## config.mk

```make
export PLATFORM = sky130hd
export DESIGN_NAME = mem_access_stage
export DESIGN_NICKNAME = d
export VERILOG_FILES = /design/src/rtl/mem_access_stage.sv
export SDC_FILE = /design/constraint.sdc
export NUM_CORES = 1
export LEC_CHECK = 0
export CELL_PAD_IN_SITES_DETAIL_PLACEMENT = 1
export CELL_PAD_IN_SITES_GLOBAL_PLACEMENT = 1
export CORE_AREA = 5 5 329 331
export CTS_BUF_LIST = sky130_fd_sc_hd__clkbuf_2
export CTS_CLUSTER_DIAMETER = 60
export DETAILED_ROUTE_END_ITERATION = 10
export DIE_AREA = 0 0 334 336
export GPL_ROUTABILITY_DRIVEN = 0
export PLACE_DENSITY_LB_ADDON = 0.3
export SLEW_MARGIN = 20
export SYNTH_ARGS = -nofsm -noshare
export SYNTH_HDL_FRONTEND = slang
export SYNTH_SLANG_ARGS = --single-unit
```

## constraint.sdc

```tcl
create_clock -name clk -period 34.8 [get_ports clk]
set_input_delay 6.96 -clock clk [delete_from_list [all_inputs] [get_ports clk]]
set_output_delay 6.96 -clock clk [all_outputs]
set_load 0.02 [all_outputs]
```

## src/rtl/mem_access_stage.sv

```systemverilog
// mem_access_stage: MEM pipeline stage issuing one load/store at a time to memoryController.
module mem_access_stage #(
    parameter int DATA_W = 192,
    parameter int SCALAR_W = 32,
    parameter int ADDR_W = 32,
    parameter int TAG_W = 5,
    parameter int unsigned RAM_BASE = 31000,
    parameter int RD_LATENCY = 1
) (
    input  logic              clk,
    input  logic              rst,
    input  logic              ex_valid,
    output logic              ex_ready,
    input  logic              ex_we,
    input  logic              ex_vecop,
    input  logic [ADDR_W-1:0] ex_address,
    input  logic [DATA_W-1:0] ex_wd,
    input  logic [TAG_W-1:0]  ex_tag,
    output logic              mc_we,
    output logic              mc_vecop,
    output logic [ADDR_W-1:0] mc_address,
    output logic [DATA_W-1:0] mc_wd,
    input  logic [DATA_W-1:0] mc_rd,
    output logic              wb_valid,
    input  logic              wb_ready,
    output logic [DATA_W-1:0] wb_data,
    output logic [TAG_W-1:0]  wb_tag,
    output logic              fault,
    output logic              busy
);
    typedef enum logic [1:0] {IDLE, ISSUE, WAIT, RESP} state_t;
    localparam int CNT_W = RD_LATENCY > 1 ? $clog2(RD_LATENCY) : 1;
    state_t state, state_nx;
    logic [CNT_W-1:0] cnt;
    logic lat_we, hs, bad_store;
    assign ex_ready = state == IDLE;
    assign busy = state != IDLE;
    assign wb_valid = state == RESP;
    assign mc_we = state == ISSUE && lat_we;
    assign hs = ex_valid && ex_ready;
    assign bad_store = ex_we && ex_address < ADDR_W'(RAM_BASE);
    always_ff @(posedge clk or posedge rst) begin
        if (rst) state <= IDLE;
        else state <= state_nx;
    end
    always_comb begin
        state_nx = state;
        unique case (state)
            IDLE:  state_nx = hs && !bad_store ? ISSUE : IDLE;
            ISSUE: state_nx = lat_we ? IDLE : WAIT;
            WAIT:  state_nx = cnt == '0 ? RESP : WAIT;
            RESP:  state_nx = wb_ready ? IDLE : RESP;
        endcase
    end
    // Faulting stores are not latched so the memory-side outputs keep their last values.
    always_ff @(posedge clk or posedge rst) begin
        if (rst) begin
            lat_we <= 1'b0;
            mc_vecop <= 1'b0;
            mc_address <= '0;
            mc_wd <= '0;
            wb_tag <= '0;
            wb_data <= '0;
            cnt <= '0;
            fault <= 1'b0;
        end else begin
            fault <= hs && bad_store;
            if (hs && !bad_store) begin
                lat_we <= ex_we;
                mc_vecop <= ex_vecop;
                mc_address <= ex_address;
                mc_wd <= ex_vecop ? ex_wd : DATA_W'(ex_wd[SCALAR_W-1:0]);
                wb_tag <= ex_tag;
            end
            if (state == ISSUE) cnt <= CNT_W'(RD_LATENCY - 1);
            else if (state == WAIT) cnt <= cnt - 1'b1;
            if (state == WAIT && cnt == '0)
                wb_data <= mc_vecop ? mc_rd : DATA_W'(mc_rd[SCALAR_W-1:0]);
        end
    end
endmodule

```

---- After elaboration in Yosys (flattened, before gate mapping) ----
Cells that the tools add are included.
cells by class
  add/subtract/negate cells ............... 1
  order comparisons ....................... 1
  equal/unequal tests ..................... 3
  mux-type cells .......................... 9
  bitwise operators ....................... 1
  reductions and logical operators ........ 10
operators by type and width
  operator                count
  $mux W192               2
  $lt A32 B15 Y1 const B  1
  $pmux W2 S4             1
  $logic_and A1 B1 Y1     6
  $eq A2 B2 Y1 const B    2
  $mux W1                 4
  $mux W2                 2
  $reduce_bool A2 Y1      2
  $eq A2 B1 Y1 const B    1
  $logic_not A2 Y1        1
  $logic_not A1 Y1        1
  $not A1 Y1              1
  $sub A1 B1 Y1 const B   1
word-level totals
  register bits ........................... 427

---- Depth between registers and ports, before layout ----
  depth after elaboration ................. 6
  depth in mapped cells ................... 8
  gate-level depth less buffers ........... 5

---- Least setup slack after synthesis ----
Ideal clock, no wire load.
  kind .................................... input-to-reg
  start point ............................. in ex_address[17]
  end point ............................... reg mc_wd[100]
  setup time .............................. 0.130 ns
  arrival ................................. 8.534 ns
  required time ........................... 34.670 ns
  path slack .............................. 26.137 ns
  stages on the path ...................... 6
  path buffers ............................ 2
  path through ............................ nor4b_1 > nand3_1 > nor4_4 > clkbuf_1 > buf_1 > o2bb2ai_1
between the ends
  cells in the longest elaborated chain, start to end .. 4
RTL lines
  what                  RTL line  text
  start, declared       16        input logic [ADDR_W-1:0] ex_address,
  $lt A32 B15 Y1        41        assign bad_store = ex_we && ex_address < ADDR_W'(RAM_BASE);
  $logic_and A1 B1 Y1   41
  $logic_not A1 Y1      68        if (hs && !bad_store) begin
  $logic_and A1 B1 Y1   68
  end signal, assigned  72        mc_wd <= ex_vecop ? ex_wd : DATA_W'(ex_wd[SCALAR_W-1:0]);
  end, declared         22        output logic [DATA_W-1:0] mc_wd,
No other way between the ends.
A chain may end at the register's enable or synchronous reset.

---- Worst setup path in the final report ----
  start point ............................. in ex_address[21]
  end point ............................... reg mc_wd[76]
The elaborated chain is that of the path after synthesis.

==> flow_summary.ini <==
[synthesis]
yosysTopAreaCellShare = 0.631
ys_types = 29
synth-compound-area-share = 0.0869
synthCells = 1570
synth_area_leaders = dfrtp_1 63%, nand3_1 9.5%, nand2_1 9.3%
yosys_warnings = 0
synthesis.nets = 2001
synth-simple-area-share = 0.197
synthXorXnorAreaFrac = 0
ys_ff_latch = 427
avgSynthCellArea_um2 = 10.8
synth_top_family_by_area = simple AND/OR/NAND/NOR gates
synthMuxAreaShare = 0.0459
netlist_area_mm2 = 0.0169
yosys.area.top_type = dfrtp_1
ys_seq_area_frac = 0.631
synth_adder_area_share = 0.00296

[clock_network]
cts_buffers = 135
clock_sinks = 427
postCtsHoldBufs = 0
cts_tree = done
post_cts_buffers = 0
cts_resized = 0
cts_max_level = 4
cts.clk_slew.worst_paths_ns = 0.08
clockBufferDepth = 3
root_buffer = clkbuf_2
clock_latency_ns = 1.27

[global_routing]
grt_overflow = 0
grt_pass1_wl_um = 123000
grt_pass1_vias = 17889
grtUsageMet1 = 0.160
grt.busiest_layer = met2
grt_util_met2 = 0.251
antenna_found_initial = 18
grt.total_usage = 0.145
grt_max_degree = 194
use_met3 = 0.0653

[critical_path]
start_kind = primary input
cp.required_ns = 35.93
path_class = in -> reg
crit_arrival_ns = 11.75
max_stage_delay_ns = 0.91
crit_path_start = ex_address[21]
r2r_start = state[0]
cp_cell_sequence = clkdlybuf4s50_1 -> nor4_1 -> nand3_1 -> o41ai_4 -> buf_4 -> buf_4 -> buf_4 -> o2bb2ai_1
crit_fanout = 88
crit_path_end_kind = flop
critical_path_buf_inv_count = 4
cp_slowest_cell = buf_4
cpMostUsedCell = buf_4
crit_family = buffers and inverters

[hold_path]
holdCritPathClass = reg -> reg
hp-start = wb_data[106]

[route]
ant_nets = 0
drtIter0Drc = 625
via_per_inst = 4.07
dr.pass1.iters = 4
drc = 0
wire_per_inst_um = 21.6
vias = 15998
drt_wl_total_um = 84800

[timing]
fmax_mhz = 94.1
fin_worst_skew_ns = 0.0789
slew_headroom = 0.153
tightest_slew_ns = 1.27
rsz0062_at_grt = false
fin_setup_tns_ns = 0
hold_viol = 0
whs_ns = 0.469
slew_viol_final = 0
setup_viol = 0
period_needed_ns = 10.62
layout_worst_path_cycle_share = 0.305

[die]
die_w_um = 334
start_util = 0.161
die_h_um = 336
dieArea_mm2 = 0.112
num_rows = 119
core-area_mm2 = 0.105
ioPinCount = 854

[layout]
ff_latch_area_mm2 = 0.0107
multi_input_area_mm2 = 0.00564
area_growth_pct = 65.6
fillCellCount = 12013
finalNetCount = 2872
drive_gt1_frac = 0.117

[power_and_ir_drop]
swShare = 0.435
p_sw_mw = 1.17
leakage_nw = 12.0
pwr-share-comb = 0.513
pwr-share-clk = 0.154
seq_power_share = 0.332
max-vdd-ir-drop_v = 0.0000394
p_int_mw = 1.52
power_density_mw_per_mm2 = 96.3

[place]
placement.io_buffers = 853
hpwl_um = 61900

[job]
max_cap_viol_count = 0

[outcome]
outcome = finished clean
==> cell usage after synthesis, drive strengths merged <==
| library cell | instances |
|---|---|
| nand4b | 1 |
| inv | 4 |
| nor4 | 4 |
| a32o | 2 |
| nand3 | 321 |
| nand4bb | 1 |
| ha | 4 |
| nand2 | 418 |
| a2111oi | 1 |
| o2bb2ai | 160 |
| nor3 | 2 |
| nand2b | 1 |
| and2 | 3 |
| o21ai | 1 |
| or3 | 1 |
| nor3b | 1 |
| mux2 | 69 |
| nor2b | 3 |
| nor2 | 4 |
| nor4b | 1 |
| o41ai | 1 |
| a22o | 1 |
| dfrtp | 427 |
| clkbuf | 106 |
| buf | 33 |
==> worst register-to-register path, stage by stage (launching register included) <==
cell and delay [ns]:
dfrtp_1 0.39, inv_1 0.08, ha_1 0.33, and2_4 0.22
o41ai_4 0.05, buf_4 0.73, buf_4 0.77, buf_4 0.99
o2bb2ai_1 0.25
==> cell families (layout without fill, tap and decap cells) <==
group | Yosys count | count (layout)
buffers and inverters | 143 | 1100
flip-flops | 427 | 427
AO/OA/AOI/OAI | 166 | 166
other | 0 | 9
AND/OR/NAND/NOR | 761 | 761
adder cells (fa/ha/maj) | 4 | 4
multiplexers | 69 | 69
==> power by group through the flow <==
stage | Combinational (mW) | Clock [mW] | Sequential (mW)
3_3_place_gp | 1.40 | 0 | 0.896
2_1_floorplan | 0.360 | 0 | 1.17
6_report | 1.38 | 0.416 | 0.896
4_1_cts | 1.42 | 0.449 | 0.901
3_5_place_dp | 1.42 | 0 | 0.905
5_1_grt | 1.47 | 0.471 | 0.930
==> metrics by stage <==
| stage | cells | total power, mW | util | worst slack, ns | instance area, um^2 |
|---|---|---|---|---|---|
| after CTS | 3918 | 2.77 | 0.267 | 24.34 | 28000 |
| after floorplan | 1570 | 1.53 | - | 15.95 | 16900 |
| after global routing | 3919 | 2.87 | 0.267 | 24.06 | 28000 |
| after global placement | 3695 | 2.30 | 0.256 | 22.98 | 26800 |
| after detailed placement | 3695 | 2.32 | 0.256 | 22.85 | 26800 |
| final | 3927 | 2.70 | 0.267 | 24.18 | 28000 |
==> registers in the layout (all words and copies together) (netlist names) <==
register and cells:
mc_wd 192, wb_data 192, mc_address 32, wb_tag 5, state 2, cnt 1, fault 1, lat_we 1
mc_vecop 1
==> layout by cell type (no fill, tap or decap), types with 4 or more instances in the layout <==
master,count
nand2_1,418
dfrtp_1,426
buf_4,17
bufinv_16,4
mux2_2,69
clkbuf_2,181
clkinv_2,7
clkdlybuf4s50_1,852
o2bb2ai_1,160
nor2_1,4
nand3_1,321
clkinv_1,24
ha_1,4
diode_2,9
==> final timing paths <==
| check | cells after the start | endpoint | slack (ns) |
|---|---|---|---|
| max in group asynchronous | 5 | mc_wd[139] | 25.59 |
| worst min register to register | 2 | wb_data[106] | 0.47 |
| worst max register to register | 8 | mc_wd[76] | 30.86 |
| worst min-delay path | 2 | wb_data[106] | 0.47 |
| worst max-delay path | 8 | mc_wd[76] | 24.18 |
| min in group asynchronous | 2 | wb_data[18] | 6.29 |
==> area by class of cell <==
type	count	area share
Inverter	4	0.000804
Clock inverter	42	0.0105
Sequential cell	427	0.381
Tap cell	1391	0.0621
Multi-Input combinational cell	1000	0.201
Clock buffer	181	0.0323
Timing Repair Buffer	873	0.311
Antenna cell	9	0.000804
==> layer usage <==
metal | vias to the layer above | routed length (um)
met5 | - | 100
met4 | 16 | 2190
met3 | 156 | 7890
met2 | 614 | 42400
met1 | 7979 | 32200
li1 | 7233 | -
No activity file was read; power rests on OpenSTA's default activity.
